<file path="config.mk">
export PLATFORM = sky130hd
export DESIGN_NAME = alu_seq
export DESIGN_NICKNAME = d
export VERILOG_FILES = /design/src/rtl/alu_pkg.sv /design/src/rtl/alu_iter_unit.sv /design/src/rtl/alu_seq.sv
export SDC_FILE = /design/constraint.sdc
export NUM_CORES = 1
export LEC_CHECK = 0
export CORE_MARGIN = 1.5
export CORE_UTILIZATION = 54
export DETAILED_ROUTE_END_ITERATION = 6
export PLACE_DENSITY = 0.78
export SKIP_LAST_GASP = 1
export SYNTH_ARGS = -nofsm -noshare
export SYNTH_HDL_FRONTEND = slang
export SYNTH_SLANG_ARGS = --single-unit
</file>
<file path="constraint.sdc">
create_clock -name clk -period 2.2 [get_ports clk]
set_input_delay 0.22 -clock clk [delete_from_list [all_inputs] [get_ports clk]]
set_output_delay 0.22 -clock clk [all_outputs]
set_load 0.02 [all_outputs]
</file>
<file path="src/rtl/alu_pkg.sv">
`default_nettype none
// ============================================================================
// Module      : alu_pkg
// Description : Shared definitions for the sequential ALU. Holds the opcode
//               encodings, the FSM state type, the result-flag bundle and a
//               helper that identifies multi-cycle operations.
// Revision    : 1.0 - initial release
// ============================================================================
package alu_pkg;

   localparam logic [3:0] OP_ADD = 4'b0010;
   localparam logic [3:0] OP_SUB = 4'b0011;
   localparam logic [3:0] OP_AND = 4'b0100;
   localparam logic [3:0] OP_OR  = 4'b0101;
   localparam logic [3:0] OP_XOR = 4'b0110;
   localparam logic [3:0] OP_SHL = 4'b0111;
   localparam logic [3:0] OP_SHR = 4'b1000;
   localparam logic [3:0] OP_MUL = 4'b1001;

   typedef enum logic [1:0] {
      IDLE = 2'd0,
      BUSY = 2'd1,
      DONE = 2'd2
   } state_t;

   typedef struct packed {
      logic zero;
      logic carry;
      logic negative;
      logic overflow;
   } flags_t;

   // An all-zero result is the reset result, so zero starts asserted.
   localparam flags_t FLAGS_RESET = '{zero: 1'b1, carry: 1'b0, negative: 1'b0, overflow: 1'b0};

   // Shifts and multiply are handled by the iterative unit.
   function automatic logic is_iter_op(input logic [3:0] op);
      return (op == OP_SHL) || (op == OP_SHR) || (op == OP_MUL);
   endfunction

endpackage
`default_nettype wire

</file>
<file path="src/rtl/alu_iter_unit.sv">
`default_nettype none
// ============================================================================
// Module      : alu_iter_unit
// Description : Iterative engine for SHL/SHR (one bit per cycle, amount taken
//               from b[SHW-1:0]) and unsigned shift-add multiply (WIDTH
//               iterations). Operands are loaded on start; done is high while
//               the final value is held, for exactly one cycle.
// Ports       : clk, rst_n        - clock, asynchronous active-low reset
//               start             - load operands and begin
//               op, a, b          - operation and operands
//               done              - final result/carry valid this cycle
//               result, carry     - low WIDTH bits and carry per operation
// Revision    : 1.0 - initial release
// ============================================================================
module alu_iter_unit
   import alu_pkg::*;
#(
   parameter int WIDTH = 8
) (
   input  logic             clk,
   input  logic             rst_n,
   input  logic             start,
   input  logic [3:0]       op,
   input  logic [WIDTH-1:0] a,
   input  logic [WIDTH-1:0] b,
   output logic             done,
   output logic [WIDTH-1:0] result,
   output logic             carry
);

   localparam int SHW = $clog2(WIDTH);
   // One extra bit so the counter can hold WIDTH and any shift amount.
   localparam int CW  = SHW + 1;

   logic                 r_busy;
   logic [CW-1:0]        r_cnt;
   logic [3:0]           r_op;
   logic [2*WIDTH-1:0]   r_acc;
   logic [WIDTH-1:0]     r_mcand;
   logic                 r_sh_carry;
   logic [WIDTH:0]       w_sum;

   // Multiply: r_acc = {partial product, remaining multiplier bits}. Each step
   // conditionally adds the multiplicand to the upper half, then shifts right.
   assign w_sum = {1'b0, r_acc[2*WIDTH-1:WIDTH]} + (r_acc[0] ? {1'b0, r_mcand} : '0);

   always_ff @(posedge clk or negedge rst_n) begin
      if (!rst_n) begin
         r_busy     <= 1'b0;
         r_cnt      <= '0;
         r_op       <= '0;
         r_acc      <= '0;
         r_mcand    <= '0;
         r_sh_carry <= 1'b0;
      end else if (start) begin
         r_busy     <= 1'b1;
         r_op       <= op;
         r_mcand    <= a;
         r_sh_carry <= 1'b0;
         if (op == OP_MUL) begin
            r_acc <= {{WIDTH{1'b0}}, b};
            r_cnt <= CW'(WIDTH);
         end else begin
            r_acc <= {{WIDTH{1'b0}}, a};
            r_cnt <= CW'(b[SHW-1:0]);
         end
      end else if (r_busy) begin
         if (r_cnt == '0) begin
            r_busy <= 1'b0;
         end else begin
            r_cnt <= r_cnt - CW'(1);
            case (r_op)
               OP_MUL: r_acc <= {w_sum, r_acc[WIDTH-1:1]};
               OP_SHL: begin
                  r_sh_carry         <= r_acc[WIDTH-1];
                  r_acc[WIDTH-1:0]   <= {r_acc[WIDTH-2:0], 1'b0};
               end
               OP_SHR: begin
                  r_sh_carry         <= r_acc[0];
                  r_acc[WIDTH-1:0]   <= {1'b0, r_acc[WIDTH-1:1]};
               end
               default: ;
            endcase
         end
      end
   end

   assign done   = r_busy && (r_cnt == '0);
   assign result = r_acc[WIDTH-1:0];
   assign carry  = (r_op == OP_MUL) ? |r_acc[2*WIDTH-1:WIDTH] : r_sh_carry;

endmodule
`default_nettype wire

</file>
<file path="src/rtl/alu_seq.sv">
`default_nettype none
// ============================================================================
// Module      : alu_seq
// Description : Multi-cycle ALU with valid/ready handshakes on both sides.
//               Operands are captured on acceptance; single-cycle ops finish
//               one cycle later, shifts take k+1 cycles and multiply WIDTH+1.
//               Result and Z/C/N/V flags are registered and held in DONE
//               until the consumer accepts them.
// Ports       : clk, rst_n                 - clock, async active-low reset
//               in_valid, in_ready         - operation handshake
//               opcode, a, b               - operation and operands
//               out_valid, out_ready       - result handshake
//               result                     - WIDTH-bit result
//               zero, carry, negative,
//               overflow                   - result flags
// Revision    : 1.0 - initial release
// ============================================================================
module alu_seq
   import alu_pkg::*;
#(
   parameter int WIDTH = 8
) (
   input  logic             clk,
   input  logic             rst_n,
   input  logic             in_valid,
   output logic             in_ready,
   input  logic [3:0]       opcode,
   input  logic [WIDTH-1:0] a,
   input  logic [WIDTH-1:0] b,
   output logic             out_valid,
   input  logic             out_ready,
   output logic [WIDTH-1:0] result,
   output logic             zero,
   output logic             carry,
   output logic             negative,
   output logic             overflow
);

   state_t            r_state, w_state_nx;
   logic [3:0]        r_op;
   logic [WIDTH-1:0]  r_a, r_b;
   logic [WIDTH-1:0]  r_result;
   flags_t            r_flags;

   logic              w_accept, w_load;
   logic              w_iter_done, w_iter_carry;
   logic [WIDTH-1:0]  w_iter_result;
   logic [WIDTH:0]    w_add, w_sub;
   logic [WIDTH-1:0]  w_res;
   logic              w_carry, w_ovf;
   flags_t            w_flags;

   assign in_ready  = (r_state == IDLE);
   assign out_valid = (r_state == DONE);
   assign w_accept  = in_valid && in_ready;

   alu_iter_unit #(.WIDTH(WIDTH)) u_iter (
      .clk    (clk),
      .rst_n  (rst_n),
      .start  (w_accept && is_iter_op(opcode)),
      .op     (opcode),
      .a      (a),
      .b      (b),
      .done   (w_iter_done),
      .result (w_iter_result),
      .carry  (w_iter_carry)
   );

   always_ff @(posedge clk or negedge rst_n) begin
      if (!rst_n) r_state <= IDLE;
      else        r_state <= w_state_nx;
   end

   // Every accepted op passes through BUSY; single-cycle ops leave it on the
   // next edge, iterative ops wait for the iterative unit.
   always_comb begin
      w_state_nx = r_state;
      w_load     = 1'b0;
      case (r_state)
         IDLE: if (w_accept) w_state_nx = BUSY;
         BUSY: begin
            if (!is_iter_op(r_op) || w_iter_done) begin
               w_state_nx = DONE;
               w_load     = 1'b1;
            end
         end
         DONE: if (out_ready) w_state_nx = IDLE;
         default: w_state_nx = IDLE;
      endcase
   end

   // Single-cycle datapath on captured operands, merged with iterative result.
   always_comb begin
      w_add   = {1'b0, r_a} + {1'b0, r_b};
      w_sub   = {1'b0, r_a} - {1'b0, r_b};
      w_res   = r_a;
      w_carry = 1'b0;
      w_ovf   = 1'b0;
      case (r_op)
         OP_ADD: begin
            w_res   = w_add[WIDTH-1:0];
            w_carry = w_add[WIDTH];
            w_ovf   = (r_a[WIDTH-1] == r_b[WIDTH-1]) && (w_add[WIDTH-1] != r_a[WIDTH-1]);
         end
         OP_SUB: begin
            // The extra bit of the widened difference is the borrow.
            w_res   = w_sub[WIDTH-1:0];
            w_carry = w_sub[WIDTH];
            w_ovf   = (r_a[WIDTH-1] != r_b[WIDTH-1]) && (w_sub[WIDTH-1] != r_a[WIDTH-1]);
         end
         OP_AND: w_res = r_a & r_b;
         OP_OR:  w_res = r_a | r_b;
         OP_XOR: w_res = r_a ^ r_b;
         OP_SHL, OP_SHR, OP_MUL: begin
            w_res   = w_iter_result;
            w_carry = w_iter_carry;
         end
         default: ;
      endcase
      w_flags.zero     = (w_res == '0);
      w_flags.carry    = w_carry;
      w_flags.negative = w_res[WIDTH-1];
      w_flags.overflow = w_ovf;
   end

   always_ff @(posedge clk or negedge rst_n) begin
      if (!rst_n) begin
         r_op     <= '0;
         r_a      <= '0;
         r_b      <= '0;
         r_result <= '0;
         r_flags  <= FLAGS_RESET;
      end else begin
         if (w_accept) begin
            r_op <= opcode;
            r_a  <= a;
            r_b  <= b;
         end
         if (w_load) begin
            r_result <= w_res;
            r_flags  <= w_flags;
         end
      end
   end

   assign result   = r_result;
   assign zero     = r_flags.zero;
   assign carry    = r_flags.carry;
   assign negative = r_flags.negative;
   assign overflow = r_flags.overflow;

endmodule
`default_nettype wire

</file>
==> metrics.txt <==
Mapped Avg Cell Area=8.06 sq um; final worst slack=-0.241 ns; arrival time worst endpoint=2.74 ns; crit path max fanout=4; TritonCTS clock tree=built; Syn. warnings=0; RSZ-0062 raised after global routing=yes; Max stage delay on crit path=0.42 ns; Post-synth ARST share=100%; crit path from=r_a[1]; die height=97.3 um; Skew-Pair Late Insertion Delay=0.36 ns; Critical R2R Launch=r_a[1]; Final Setup Violations=6; Post-Place Setup Slack=-0.354 ns; Required @ worst endpoint=2.50 ns; die area=9470 sq um; TritonCTS buffer count=9; initial antenna violation count=0; FF+latch count, synth=67; detailed placement HPWL=10.8 mm; IO buf count=37; synthesis-to-layout area growth=36.7%; critical path type=flip-flop to flip-flop; period utilization=111%; Pwr per Cell Area=1730 nW/um^2; LEAKAGE=3.03 nW; Final ANT Viol Nets=0; Max-Slew Margin vs Limit=62.7%; initial core utilization=55.4%; Post-Syn Area=4800 sq um; peak supply drop=0.000713 V; minimum clock period=2.44 ns; global-route wire length before repair=23.4 mm; CP Launch Type=flip-flop; number of synthesized flops with an enable pin=0; most common cell after layout, fill and taps aside=nand2_1; CP Capture Type=flip-flop; maximum clock path buffer count=2; number of global-route vias before repair=4731; final max-slew violation count=0; FF-to-FF setup slack=-0.24 ns; DR pass1 iterations=5; DRC=0; hold crit path type=primary input to async pin; worst slew pin tran=0.555 ns; Max Cap Viol=0; post-layout util=75.7%; Cell variety after synth=68; H-tree depth=3; Total GRT Usage=31.2%; Via density=5.88; status=complete, but fails checks; grt ovf=0; most frequent cells in the layout=nand2_1 (109), buf_4 (108), dfrtp_1 (62); endpoints failing hold=0; R2R depth=9; diode count=0; layout cells sized above 1=27.0%; clk root buf=clkbuf_8; CP max stage cell=dfrtp_1; Mapped Nets=657; CP Cell Sequence=inv_2 -> ha_4 -> a211o_1 -> a21o_1 -> a2111oi_4 -> o21ai_2 -> and3_4 -> o31ai_4 -> o221a_1; First DRT Iteration DRCs=331; power consumption=11.3 mW; gpl congestion=0.939; CP bufs+invs=1; Layout Skew=0.0126 ns; CP top delay family=compound AO/OA/AOI/OAI gates; clk slew on worst S/H paths=0.08 ns; via count=4925; number of I/O pins=38; CTS Sinks=67; Mapped Cells=596; Final TNS setup=-1.07 ns; Die Wd=97.3 um; Reg-to-Reg End=result[7]; sequential area share after synthesis=34.9%; Synth Flop Type=dfrtp_1; largest net degree at the start of global routing=50; Final #Nets=785; Hold Slack=0.370 ns; wire length per cell=17.9 um; core area=8680 sq um; num rows=34; Detailed Route WL=15.0 mm; Max Fclk=410 MHz; failing checks=setup timing
-- cell usage after synthesis (all sizes together) (7+ instances only) --
library cell | instances | area share [%]
buf | 15 | 1.8
a21oi | 41 | 4.3
o211ai | 9 | 1.4
nor2 | 44 | 3.5
a31oi | 8 | 1.0
dfrtp | 66 | 34
xnor2 | 7 | 1.3
nor3 | 14 | 1.5
nor3b | 8 | 1.4
nand2 | 110 | 8.6
nor2b | 8 | 1.0
nand3 | 16 | 1.7
and2 | 10 | 1.3
mux2i | 9 | 1.9
o21ai | 49 | 5.1
inv | 41 | 3.2
nand2b | 12 | 1.6
ha | 34 | 8.9
clkbuf | 18 | 1.4
-- worst reg2reg max path, cell delays in order, from the launching register on --
cell	delay [ns]
dfrtp_1	0.42
inv_2	0.08
ha_4	0.25
a211o_1	0.27
a21o_1	0.22
a2111oi_4	0.36
o21ai_2	0.12
and3_4	0.18
o31ai_4	0.28
o221a_1	0.21
-- logic make-up after synthesis --
family          after synthesis  share of synthesized area (%)
flops                        67                           34.9
mux                          11                           2.34
simple gates                243                           23.9
buf+inv                      74                           6.43
xor+xnor                      7                           1.28
fa+ha+maj                    37                           10.1
compound gates              157                           21.0
-- per-stage QoR --
| step | instances | cell area (sq um) |
|---|---|---|
| final | 837 | 6570 |
| after global routing | 837 | 6570 |
| after CTS | 827 | 6250 |
| after floorplan | 596 | 4830 |
| after global placement | 800 | 5880 |
| after detailed placement | 800 | 5880 |
-- flip-flops by register name, summed over array words and instances (netlist names), 2 cells and up --
name / flops
r_a: 8
r_b: 8
r_op: 4
r_state: 2
result: 8
u_iter.r_acc: 16
u_iter.r_cnt: 4
u_iter.r_mcand: 8
u_iter.r_op: 4
-- power by group --
| part | switching, mW | internal [mW] | total [mW] | leakage, nW |
|---|---|---|---|---|
| Combinational | 4.08 | 3.80 | 7.87 | 2.09 |
| Sequential | 0.551 | 1.82 | 2.37 | 0.826 |
| Clock | 0.512 | 0.589 | 1.10 | 0.106 |
-- metal layers --
| metal | GRT usage, % | wire length [um] | up-vias |
|---|---|---|---|
| met4 | 14.4 | 547 | 0 |
| li1 | - | - | 2318 |
| met1 | 40.0 | 6410 | 2390 |
| met2 | 52.0 | 7280 | 172 |
| met5 | 0 | 0 | - |
| met3 | 4.68 | 748 | 45 |
-- how the worst max path moves through the flow --
stage | to | depth (start not counted)
after global placement | result[7] | 9
after floorplan | result[7] | 9
after detailed placement | zero | 10
after CTS | result[7] | 9
final | result[7] | 9
after global routing | result[7] | 10
-- what timing repair did --
action,CTS,global route
cloned,0,0
pin swaps,13,30
resized for setup,17,55
hold endpoints to repair,18,0
hold buffers,1,0
endpoints found under the setup margin,8,18
setup buffers,10,10
-- area by class of cell --
type,instances,area [sq um]
fill,615,2110
clock inverter,5,60.1
multi-input combinational,455,3140
inverter,41,154
sequential,67,1680
timing repair buffer,150,1250
tap,108,135
clock buffer,11,151
No activity file was read; power rests on OpenSTA's default activity.
